==> src/rtl/uart_rx_if.sv <==
// Receive-side signal bundle for the 8N1 UART receiver.
// The master side drives the serial line and the oversampling tick; the slave side is the receiver.
interface uart_rx_if #(
  parameter int DATA_BITS = 8
);
  logic                 rx;
  logic                 sample_tick;
  logic [DATA_BITS-1:0] data_out;
  logic                 rx_valid;
  logic                 rx_busy;
  logic                 frame_err;

  modport master (
    output rx,
    output sample_tick,
    input  data_out,
    input  rx_valid,
    input  rx_busy,
    input  frame_err
  );

  modport slave (
    input  rx,
    input  sample_tick,
    output data_out,
    output rx_valid,
    output rx_busy,
    output frame_err
  );
endinterface

==> src/rtl/uart_rx.sv <==
// Oversampling 8N1 UART receiver: synchronises rx, centre-samples each bit on sample_tick,
// and reports each good byte with a one-clk valid pulse. A low stop bit raises a one-clk framing error.
module uart_rx #(
  parameter int OVERSAMPLE = 16,
  parameter int DATA_BITS  = 8
) (
  input  logic       clk,
  input  logic       rst,
  uart_rx_if.slave   bus
);

  localparam int TW = (OVERSAMPLE > 1) ? $clog2(OVERSAMPLE) : 1;
  localparam int BW = (DATA_BITS > 1) ? $clog2(DATA_BITS) : 1;

  localparam logic [TW-1:0] MID_START = TW'(OVERSAMPLE / 2 - 1);
  localparam logic [TW-1:0] LAST_TICK = TW'(OVERSAMPLE - 1);
  localparam logic [BW-1:0] LAST_BIT  = BW'(DATA_BITS - 1);

  typedef enum logic [2:0] {
    IDLE,
    START,
    DATA,
    STOP,
    BREAK
  } state_t;

  state_t               state;
  logic [TW-1:0]        tick_cnt;
  logic [BW-1:0]        bit_cnt;
  logic [DATA_BITS-1:0] shift_reg;
  logic [DATA_BITS-1:0] data_q;
  logic                 valid_q;
  logic                 busy_q;
  logic                 ferr_q;
  logic                 rx_meta;
  logic                 rxs;

  // Two-flop synchroniser; resets to the idle-high line level so reset never looks like a start bit.
  always_ff @(posedge clk or negedge rst) begin
    if (!rst) begin
      rx_meta <= 1'b1;
      rxs     <= 1'b1;
    end else begin
      rx_meta <= bus.rx;
      rxs     <= rx_meta;
    end
  end

  always_ff @(posedge clk or negedge rst) begin
    if (!rst) begin
      state     <= IDLE;
      tick_cnt  <= '0;
      bit_cnt   <= '0;
      shift_reg <= '0;
      data_q    <= '0;
      valid_q   <= 1'b0;
      busy_q    <= 1'b0;
      ferr_q    <= 1'b0;
    end else begin
      valid_q <= 1'b0;
      ferr_q  <= 1'b0;
      busy_q  <= (state != IDLE);

      case (state)
        // Start-edge detection runs every clk so the start bit is caught with minimum skew.
        IDLE: begin
          if (!rxs) begin
            state    <= START;
            tick_cnt <= '0;
          end
        end

        // A line that is high again at mid start bit was a glitch, not a frame.
        START: begin
          if (bus.sample_tick) begin
            if (tick_cnt == MID_START) begin
              tick_cnt <= '0;
              bit_cnt  <= '0;
              state    <= rxs ? IDLE : DATA;
            end else begin
              tick_cnt <= tick_cnt + 1'b1;
            end
          end
        end

        DATA: begin
          if (bus.sample_tick) begin
            if (tick_cnt == LAST_TICK) begin
              tick_cnt  <= '0;
              shift_reg <= {rxs, shift_reg[DATA_BITS-1:1]};
              if (bit_cnt == LAST_BIT) begin
                bit_cnt <= '0;
                state   <= STOP;
              end else begin
                bit_cnt <= bit_cnt + 1'b1;
              end
            end else begin
              tick_cnt <= tick_cnt + 1'b1;
            end
          end
        end

        // Leaving mid stop bit lets a back-to-back start edge be seen with no idle gap.
        STOP: begin
          if (bus.sample_tick) begin
            if (tick_cnt == LAST_TICK) begin
              tick_cnt <= '0;
              if (rxs) begin
                data_q  <= shift_reg;
                valid_q <= 1'b1;
                state   <= IDLE;
              end else begin
                ferr_q <= 1'b1;
                state  <= BREAK;
              end
            end else begin
              tick_cnt <= tick_cnt + 1'b1;
            end
          end
        end

        // Wait out a held-low line so it is not decoded as a stream of 0x00 frames.
        BREAK: begin
          if (bus.sample_tick && rxs) begin
            state <= IDLE;
          end
        end

        default: begin
          state <= IDLE;
        end
      endcase
    end
  end

  assign bus.data_out  = data_q;
  assign bus.rx_valid  = valid_q;
  assign bus.rx_busy   = busy_q;
  assign bus.frame_err = ferr_q;

  valid_ferr_exclusive: assert property (@(posedge clk) disable iff (!rst) !(valid_q && ferr_q));

endmodule
==> src/flat_wrapper.sv <==
// flat-port wrapper written by rule: the top's interface ports become plain ports
module uart_rx_flat 
#(
  parameter int OVERSAMPLE = 16,
  parameter int DATA_BITS  = 8
)
  (clk, rst, bus_rx, bus_sample_tick, bus_data_out, bus_rx_valid, bus_rx_busy, bus_frame_err);
  uart_rx_if #(.DATA_BITS(DATA_BITS)) bus_i ();
  input  logic clk;
  input  logic rst;
  input wire logic [$bits(bus_i.rx)-1:0] bus_rx;
  input wire logic [$bits(bus_i.sample_tick)-1:0] bus_sample_tick;
  output wire logic [$bits(bus_i.data_out)-1:0] bus_data_out;
  output wire logic [$bits(bus_i.rx_valid)-1:0] bus_rx_valid;
  output wire logic [$bits(bus_i.rx_busy)-1:0] bus_rx_busy;
  output wire logic [$bits(bus_i.frame_err)-1:0] bus_frame_err;
  assign bus_i.rx = bus_rx;
  assign bus_i.sample_tick = bus_sample_tick;
  assign bus_data_out = bus_i.data_out;
  assign bus_rx_valid = bus_i.rx_valid;
  assign bus_rx_busy = bus_i.rx_busy;
  assign bus_frame_err = bus_i.frame_err;
  uart_rx #(.OVERSAMPLE(OVERSAMPLE), .DATA_BITS(DATA_BITS)) u_core (.clk(clk), .rst(rst), .bus(bus_i));
endmodule
==> config.mk <==
export PLATFORM = sky130hd
export DESIGN_NAME = uart_rx_flat
export DESIGN_NICKNAME = d
export VERILOG_FILES = /design/src/rtl/uart_rx_if.sv /design/src/rtl/uart_rx.sv /design/src/flat_wrapper.sv
export SDC_FILE = /design/constraint.sdc
export NUM_CORES = 1
export LEC_CHECK = 0
export ABC_AREA = 1
export BUFFER_PORTS_ARGS = -buffer_cell sky130_fd_sc_hd__buf_2
export CAP_MARGIN = 10
export CORE_MARGIN = 2
export CORE_UTILIZATION = 40
export CTS_CLUSTER_DIAMETER = 100
export CTS_CLUSTER_SIZE = 8
export DETAILED_ROUTE_END_ITERATION = 7
export GPL_TIMING_DRIVEN = 0
export HOLD_SLACK_MARGIN = 0.05
export PLACE_DENSITY_LB_ADDON = 0.3
export SLEW_MARGIN = 10
export SYNTH_ARGS = -nofsm -noshare
export SYNTH_HDL_FRONTEND = slang
export SYNTH_SLANG_ARGS = --single-unit
==> constraint.sdc <==
create_clock -name clk -period 1.85 [get_ports clk]
set_clock_uncertainty 0.2 [all_clocks]
set_input_delay 0.4625 -clock clk [delete_from_list [all_inputs] [get_ports clk]]
set_output_delay 0.4625 -clock clk [all_outputs]
set_load 0.01 [all_outputs]
==> impl_results.md, run 1 <==
- Status: completed
- CTS root buf: clkbuf_8
- #FFs+latches synth: 31
- Routing usage on met1: 18.3%
- P_int: 1.25 mW
- Worst setup EP type: flop
- Largest net degree at the start of global routing: 32
- Ys async rst share: 100%
- Average wire per standard cell: 11.6 um
- Final RePlAce weighted congestion: 0.890
- WP data required: 1.82 ns
- VDD IR max: 402 uV
- Leak: 0.917 nW
- # fillers: 359
- Buffers & Inverters on Critical Path: 2
- GR peak layer: met2
- Yosys top cell area share: 47.0%
- Die Span X: 66.1 um
- Fmax: 0.619 GHz
- Number of synthesized flops with an enable pin: 0
- Post-CTS setup buffer count: 0
- Reg clk slew, reported paths: 0.06 ns
- Synthesized area: 1540 sq um
- Pwr Total: 1.92 mW
- Dpl cell area: 1670 sq um
- Syn Nets: 177
- Distinct cells, synth: 25
- Area Growth Syn to Fin: 14.7%
- DIE HEIGHT: 66.1 um
- Final net count: 199
- 1st-iter DRT viols: 49
- CP delay by family, top: flip-flops
- YS warnings: 0
- Setup violations, final: 0
- Number of max-cap violations: 0
- Final Hold Viols: 0
- # clock sinks: 31
- Register area share after synthesis: 50.4%
- Std cell rows: 22
- I/O pins: 15
- CP Cell Sequence: inv_4 -> nand2_4 -> nor2_4 -> nand4_4 -> buf_6 -> nand2_1 -> o21ai_2
- Cts repair resizes: 0
- Fin crit share: 87.4%
- Worst min path class: in2reg
- Min Clock Period, post-route: 1.62 ns
- Hold buffers post-CTS: 1
- H-Tree Depth: 2
- Maximum root-to-sink buffer count: 2
- Least-Margin Pin Slew: 0.690 ns
- Largest cells by area after synthesis: dfrtp_1 47%, nand2_1 12%, o21ai_2 9.1%
- WP data arrival: 1.59 ns
- CP Max Fanout: 10
- Initial core utilization: 41.9%
- Drt via density: 4.75
- DR vias: 1140
- M3 GR Usage: 5.79%
- Cell count after synthesis: 170
- GRT Util Overall: 15.7%
- Sw Ratio: 35.0%
- Total length of routed wires: 2770 um
- Antenna-violating nets left: 0
- Post-synth top cells: 50 x nand2_1, 29 x dfrtp_1, 22 x inv_1
- Seq pwr share: 42.3%
- Area leader, netlist: dfrtp_1
- Clock share of power: 27.5%
- Core Region: 3690 sq um
- Design area: 1770 sq um
- TritonCTS Buffers: 5
- Number of global-route vias before repair: 1220
- Logic pwr share: 30.2%
- CTS tree: yes
- DRC viols: 0
- RSZ-0062 raised after global routing: no
- Avg Inst Size Synth: 9.08 sq um
- Most common cell in the netlist: nand2_1
- Clk_lat worst skew: 0.28 ns
- First-pass GRT wire length: 5200 um
- Ant diodes: 0
- Port bufs: 14
- Slowest cell delay on critical path: 0.47 ns
- Die footprint: 4370 sq um
- Met2 Usage GRT: 26.4%
- Detailed Place HPWL: 2030 um
- WS Path Type: reg2reg
- Max-slew headroom: 54.0%
- CP max-delay cell: dfrtp_1
- Main flop type after synthesis: dfrtp_1
- Layout cells sized above 1: 29.2%
- Antenna violations before repair: 0
- Post-route setup TNS: 0 ns
- Worst Setup Start Kind: flop
- Pwr Density: 1090 nW/um^2
- GR Overflow Total: 0
- DRT Pass-1 Iters: 4
- Slew Limit Fails: 0
- Switching power: 0.673 mW
==> through the flow <==
stage	util, %	instances	hold slack [ns]	setup slack [ns]
after floorplan	-	170	-0.0331	0.389
after global placement	45.4	232	0.147	0.260
after detailed placement	45.4	232	0.148	0.242
after CTS	48.0	240	0.0741	0.233
after global routing	48.0	240	0.0724	0.104
final	48.0	240	0.0849	0.233
==> logic make-up after synthesis <==
logic type | Yosys count | share of synthesized area (%)
adders and majority gates | 3 | 2.43
buffers and inverters | 27 | 8.18
and+or+nand+nor | 84 | 26.5
AOI/OAI and AO/OA | 25 | 12.5
DFF | 31 | 50.4
==> cell type report <==
cell class | count | area [sq um] | area share, %
plain buffers | 3 | 33.8 | 1.91
clock buffers | 6 | 82.6 | 4.66
clock inverters | 1 | 5.00 | 0.282
inverters | 24 | 92.6 | 5.23
multi-input cells | 112 | 639 | 36.1
flip-flops and latches | 31 | 778 | 43.9
well taps | 48 | 60.1 | 3.39
repair buffers | 15 | 80.1 | 4.52
==> power groups by stage <==
| stage | clock network [mW] | registers, mW | logic (mW) |
|---|---|---|---|
| 6_report | 0.528 | 0.814 | 0.582 |
| 5_1_grt | 0.587 | 0.825 | 0.673 |
| 4_1_cts | 0.545 | 0.815 | 0.583 |
| 3_5_place_dp | 0 | 0.827 | 0.576 |
| 3_3_place_gp | 0 | 0.822 | 0.558 |
| 2_1_floorplan | 0 | 0.821 | 0.451 |
==> placed cells by master, fill, tap and decap left out <==
cell and count:
nand2_4 2, inv_2 1, o22ai_1 1, a21oi_1 1, o32ai_1 1, ha_1 3, o21ai_0 1, o211ai_1 1
buf_2 14, o21ai_1 4, nand3_2 2, dfstp_2 2, o21ai_2 16, nand3_1 9, nor2_4 3, inv_4 1
nor2_1 11, dlygate4sd3_1 1, nand4_1 1, buf_6 3, clkinv_2 1, nand2_2 1, nand2_1 50, nand4_4 1
or2_0 1, clkbuf_8 6, nor2_2 3, dfrtp_1 29, inv_1 22
==> worst register-to-register path: stages (launching register included) <==
cell and delay (ns):
dfrtp_1 0.47, inv_4 0.15, nand2_4 0.09, nor2_4 0.12
nand4_4 0.15, buf_6 0.21, nand2_1 0.07, o21ai_2 0.05
==> metal layers <==
metal / up-vias / wire [um] / share of wire (%)
li1: 581 / - / -
met1: 535 / 1290 / 46
met2: 20 / 1360 / 49
met3: 4 / 108 / 3.9
met4: 0 / 21 / 0.76
met5: - / 0 / 0
==> final timing paths <==
check | start | end | slack [ns] | cells past startpoint
max | u_core.state[2] | u_core.bus.data_out[3] | 0.23 | 7
min | bus_rx | u_core.rx_meta | 0.08 | 1
max reg2reg | u_core.state[2] | u_core.bus.data_out[3] | 0.23 | 7
min reg2reg | u_core.rx_meta | u_core.rxs | 0.16 | 0
max in group asynchronous | rst | u_core.bus.data_out[4] | 0.44 | 2
min in group asynchronous | rst | u_core.state[1] | 0.56 | 2
Power figures use the tool's default switching activity.
==> run 2: changes to the inputs <==
--- a/config.mk
+++ b/config.mk
@@ -5,9 +5,8 @@
 export SDC_FILE = /design/constraint.sdc
 export NUM_CORES = 1
 export LEC_CHECK = 0
-export ABC_AREA = 1
 export BUFFER_PORTS_ARGS = -buffer_cell sky130_fd_sc_hd__buf_2
-export CAP_MARGIN = 10
+export CAP_MARGIN = 15
 export CORE_MARGIN = 2
 export CORE_UTILIZATION = 40
 export CTS_CLUSTER_DIAMETER = 100
==> run 2 against run 1 <==
Compared with the run above:
- the flow now finishes with violations (negative setup slack)
- via count is 11% lower
- clock-buffer cell count stayed put
- design area is 4.8% higher
- routed wire length is 0.51% higher
- combinational power is 32% higher
==> impl_results.md, run 2 <==
- Slowest cell delay on critical path: 0.41 ns
- # clock sinks: 31
- Register area share after synthesis: 54.2%
- Drt via density: 5.13
- Slew Limit Fails: 0
- Std cell rows: 21
- Most common cell in the netlist: dfrtp_1
- Area leader, netlist: dfrtp_1
- GRT Util Overall: 14.2%
- H-Tree Depth: 2
- Leak: 0.899 nW
- Ant diodes: 0
- Ys async rst share: 100%
- Area Growth Syn to Fin: 29.4%
- DR vias: 1016
- Least-Margin Pin Slew: 0.676 ns
- CP Cell Sequence: buf_6 -> and2b_1 -> a21oi_2 -> nor4_4 -> mux2_4
- Detailed Place HPWL: 1730 um
- Multi-input gate area: 641 sq um
- Layout cells sized above 1: 48.7%
- Final Hold Viols: 0
- Commonest non-fill, non-tap cells in the layout: 29 x dfrtp_1, 16 x mux2_2, 14 x buf_2, 11 x buf_4, 10 x nand2_1
- Port bufs: 14
- WS Path Type: reg2reg
- Largest cells by area after synthesis: dfrtp_1 51%, mux2_2 15%, dfstp_2 3.7%
- Largest net degree at the start of global routing: 32
- WP data arrival: 1.88 ns
- Main flop type after synthesis: dfrtp_1
- Max-slew headroom: 54.9%
- YS warnings: 0
- CP delay by family, top: simple AND/OR/NAND/NOR gates
- TritonCTS Buffers: 5
- Post-synth top cells: 29 x dfrtp_1, 19 x mux2_2, 11 x nand2_1
- Reg clk slew, reported paths: 0.10 ns
- Antenna violations before repair: 0
- 1st-iter DRT viols: 43
- Number of global-route vias before repair: 927
- Final RePlAce weighted congestion: 0.848
- CP Max Fanout: 6
- Fmax: 0.537 GHz
- Final worst slack: -0.0132 ns
- Final net count: 158
- CTS tree: yes
- Util after Layout: 54.8%
- Setup violations, final: 3
- RSZ-0062 raised after global routing: yes
- DRC viols: 0
- Worst Setup Start Kind: flop
- Fin crit share: 101%
- Post-Place Setup Slack: -0.119 ns
- First-pass GRT wire length: 4300 um
- Die footprint: 4080 sq um
- Cell count after synthesis: 113
- CTS root buf: clkbuf_4
- Number of synthesized flops with an enable pin: 0
- #FFs+latches synth: 31
- Syn Nets: 120
- Average wire per standard cell: 14.1 um
- Distinct cells, synth: 37
- Maximum root-to-sink buffer count: 2
- Worst min path class: reg2reg
- Pwr Density: 1160 nW/um^2
- DIE HEIGHT: 63.9 um
- Initial core utilization: 42.3%
- Commonest non-fill, non-tap cell in the layout: dfrtp_1
- GR Overflow Total: 0
- Avg Inst Size Synth: 12.7 sq um
- Min Clock Period, post-route: 1.86 ns
- Antenna-violating nets left: 0
- I/O pins: 15
- Synthesized area: 1440 sq um
- Number of max-cap violations: 0
- Core Region: 3390 sq um
- Pwr Total: 2.15 mW
- Worst setup EP type: flop
- Total length of routed wires: 2790 um
- DRT Pass-1 Iters: 4
- WP data required: 1.87 ns
- Register Area: 778 sq um
- Buffers & Inverters on Critical Path: 1
- VDD IR max: 414 uV
- Hold slack: 0.156 ns
- CP max-delay cell: nor4_4
- Die Span X: 63.9 um
- Failing checks: negative setup slack
- Status: finished, violations left
- Clk_lat worst skew: 0.33 ns
- # fillers: 312
- Yosys top cell area share: 50.6%
-- run 2: cell types whose count changed after synthesis, moves of 5 or more --
cell / delta
nand2_1: -39
o21ai_2: -16
nor3_1: +5
nand3_1: -7
nor2_1: -9
inv_1: -20
mux2_2: +19
-- run 2: kinds of logic (layout without fill, tap and decap cells) --
group | after synthesis | count (layout) | share of synthesized area, %
AND/OR/NAND/NOR | 34 | 34 | 16.3
flip-flops | 31 | 31 | 54.2
multiplexers | 19 | 19 | 14.9
AO/OA/AOI/OAI | 17 | 17 | 7.32
buffers and inverters | 8 | 47 | 4.01
adder cells (fa/ha/maj) | 3 | 3 | 2.62
XOR/XNOR | 1 | 1 | 0.610
-- run 2: power breakdown --
group          internal (mW)  switching (mW)  total (mW)
Sequential             0.756          0.0709       0.827
Clock                  0.319           0.236       0.555
Combinational          0.384           0.386       0.770
-- run 2: final timing paths --
path,startpoint,end,slack [ns],depth (start not counted)
max,u_core.state[0],u_core.bit_cnt[1],-0.01,5
min,u_core.rx_meta,u_core.rxs,0.16,0
max reg2reg,u_core.state[0],u_core.bit_cnt[1],-0.01,5
min reg2reg,u_core.rx_meta,u_core.rxs,0.16,0
max in group asynchronous,rst,u_core.bit_cnt[2],0.51,2
min in group asynchronous,rst,u_core.state[1],0.50,2
-- run 2: what timing repair did --
| action | 4_1_cts | 5_1_grt |
|---|---|---|
| endpoints found under the hold margin | 30 | 0 |
| buffers inserted | 5 | 10 |
| resized for setup | 1 | 15 |
| hold buffers | 2 | 0 |
| endpoints found under the setup margin | 16 | 19 |
| pin swaps | 2 | 5 |
-- run 2: area by class of cell --
type	count	share of cell area, %
multi-input cells	74	34.5
well taps	46	3.10
clock inverters	2	1.89
inverters	2	0.404
repair buffers	31	12.2
clock buffers	6	2.76
plain buffers	6	3.23
flip-flops and latches	31	41.9
-- run 2: metrics by stage --
stage	setup TNS, ns	instances	area, sq um
2_1_floorplan	0	113	1440
3_3_place_gp	-0.913	173	1560
3_5_place_dp	-1.10	173	1560
4_1_cts	0	188	1720
5_1_grt	-0.488	198	1860
6_report	-0.0374	198	1860
-- run 2: metal layers --
layer  GRT usage (%)  wire length [um]  vias to the layer above
met5               0                 0                        -
met4            8.97                64                        0
met3            4.75               112                        8
met2            21.6              1360                       25
met1            17.0              1240                      500
li1                -                 -                      483
-- run 2: worst reg2reg max path: cells and delay by family (launching register included) --
family | cells | cell delay (ns)
compound gates | 1 | 0.08
buf+inv | 1 | 0.13
flops | 1 | 0.39
mux | 1 | 0.33
simple gates | 2 | 0.63
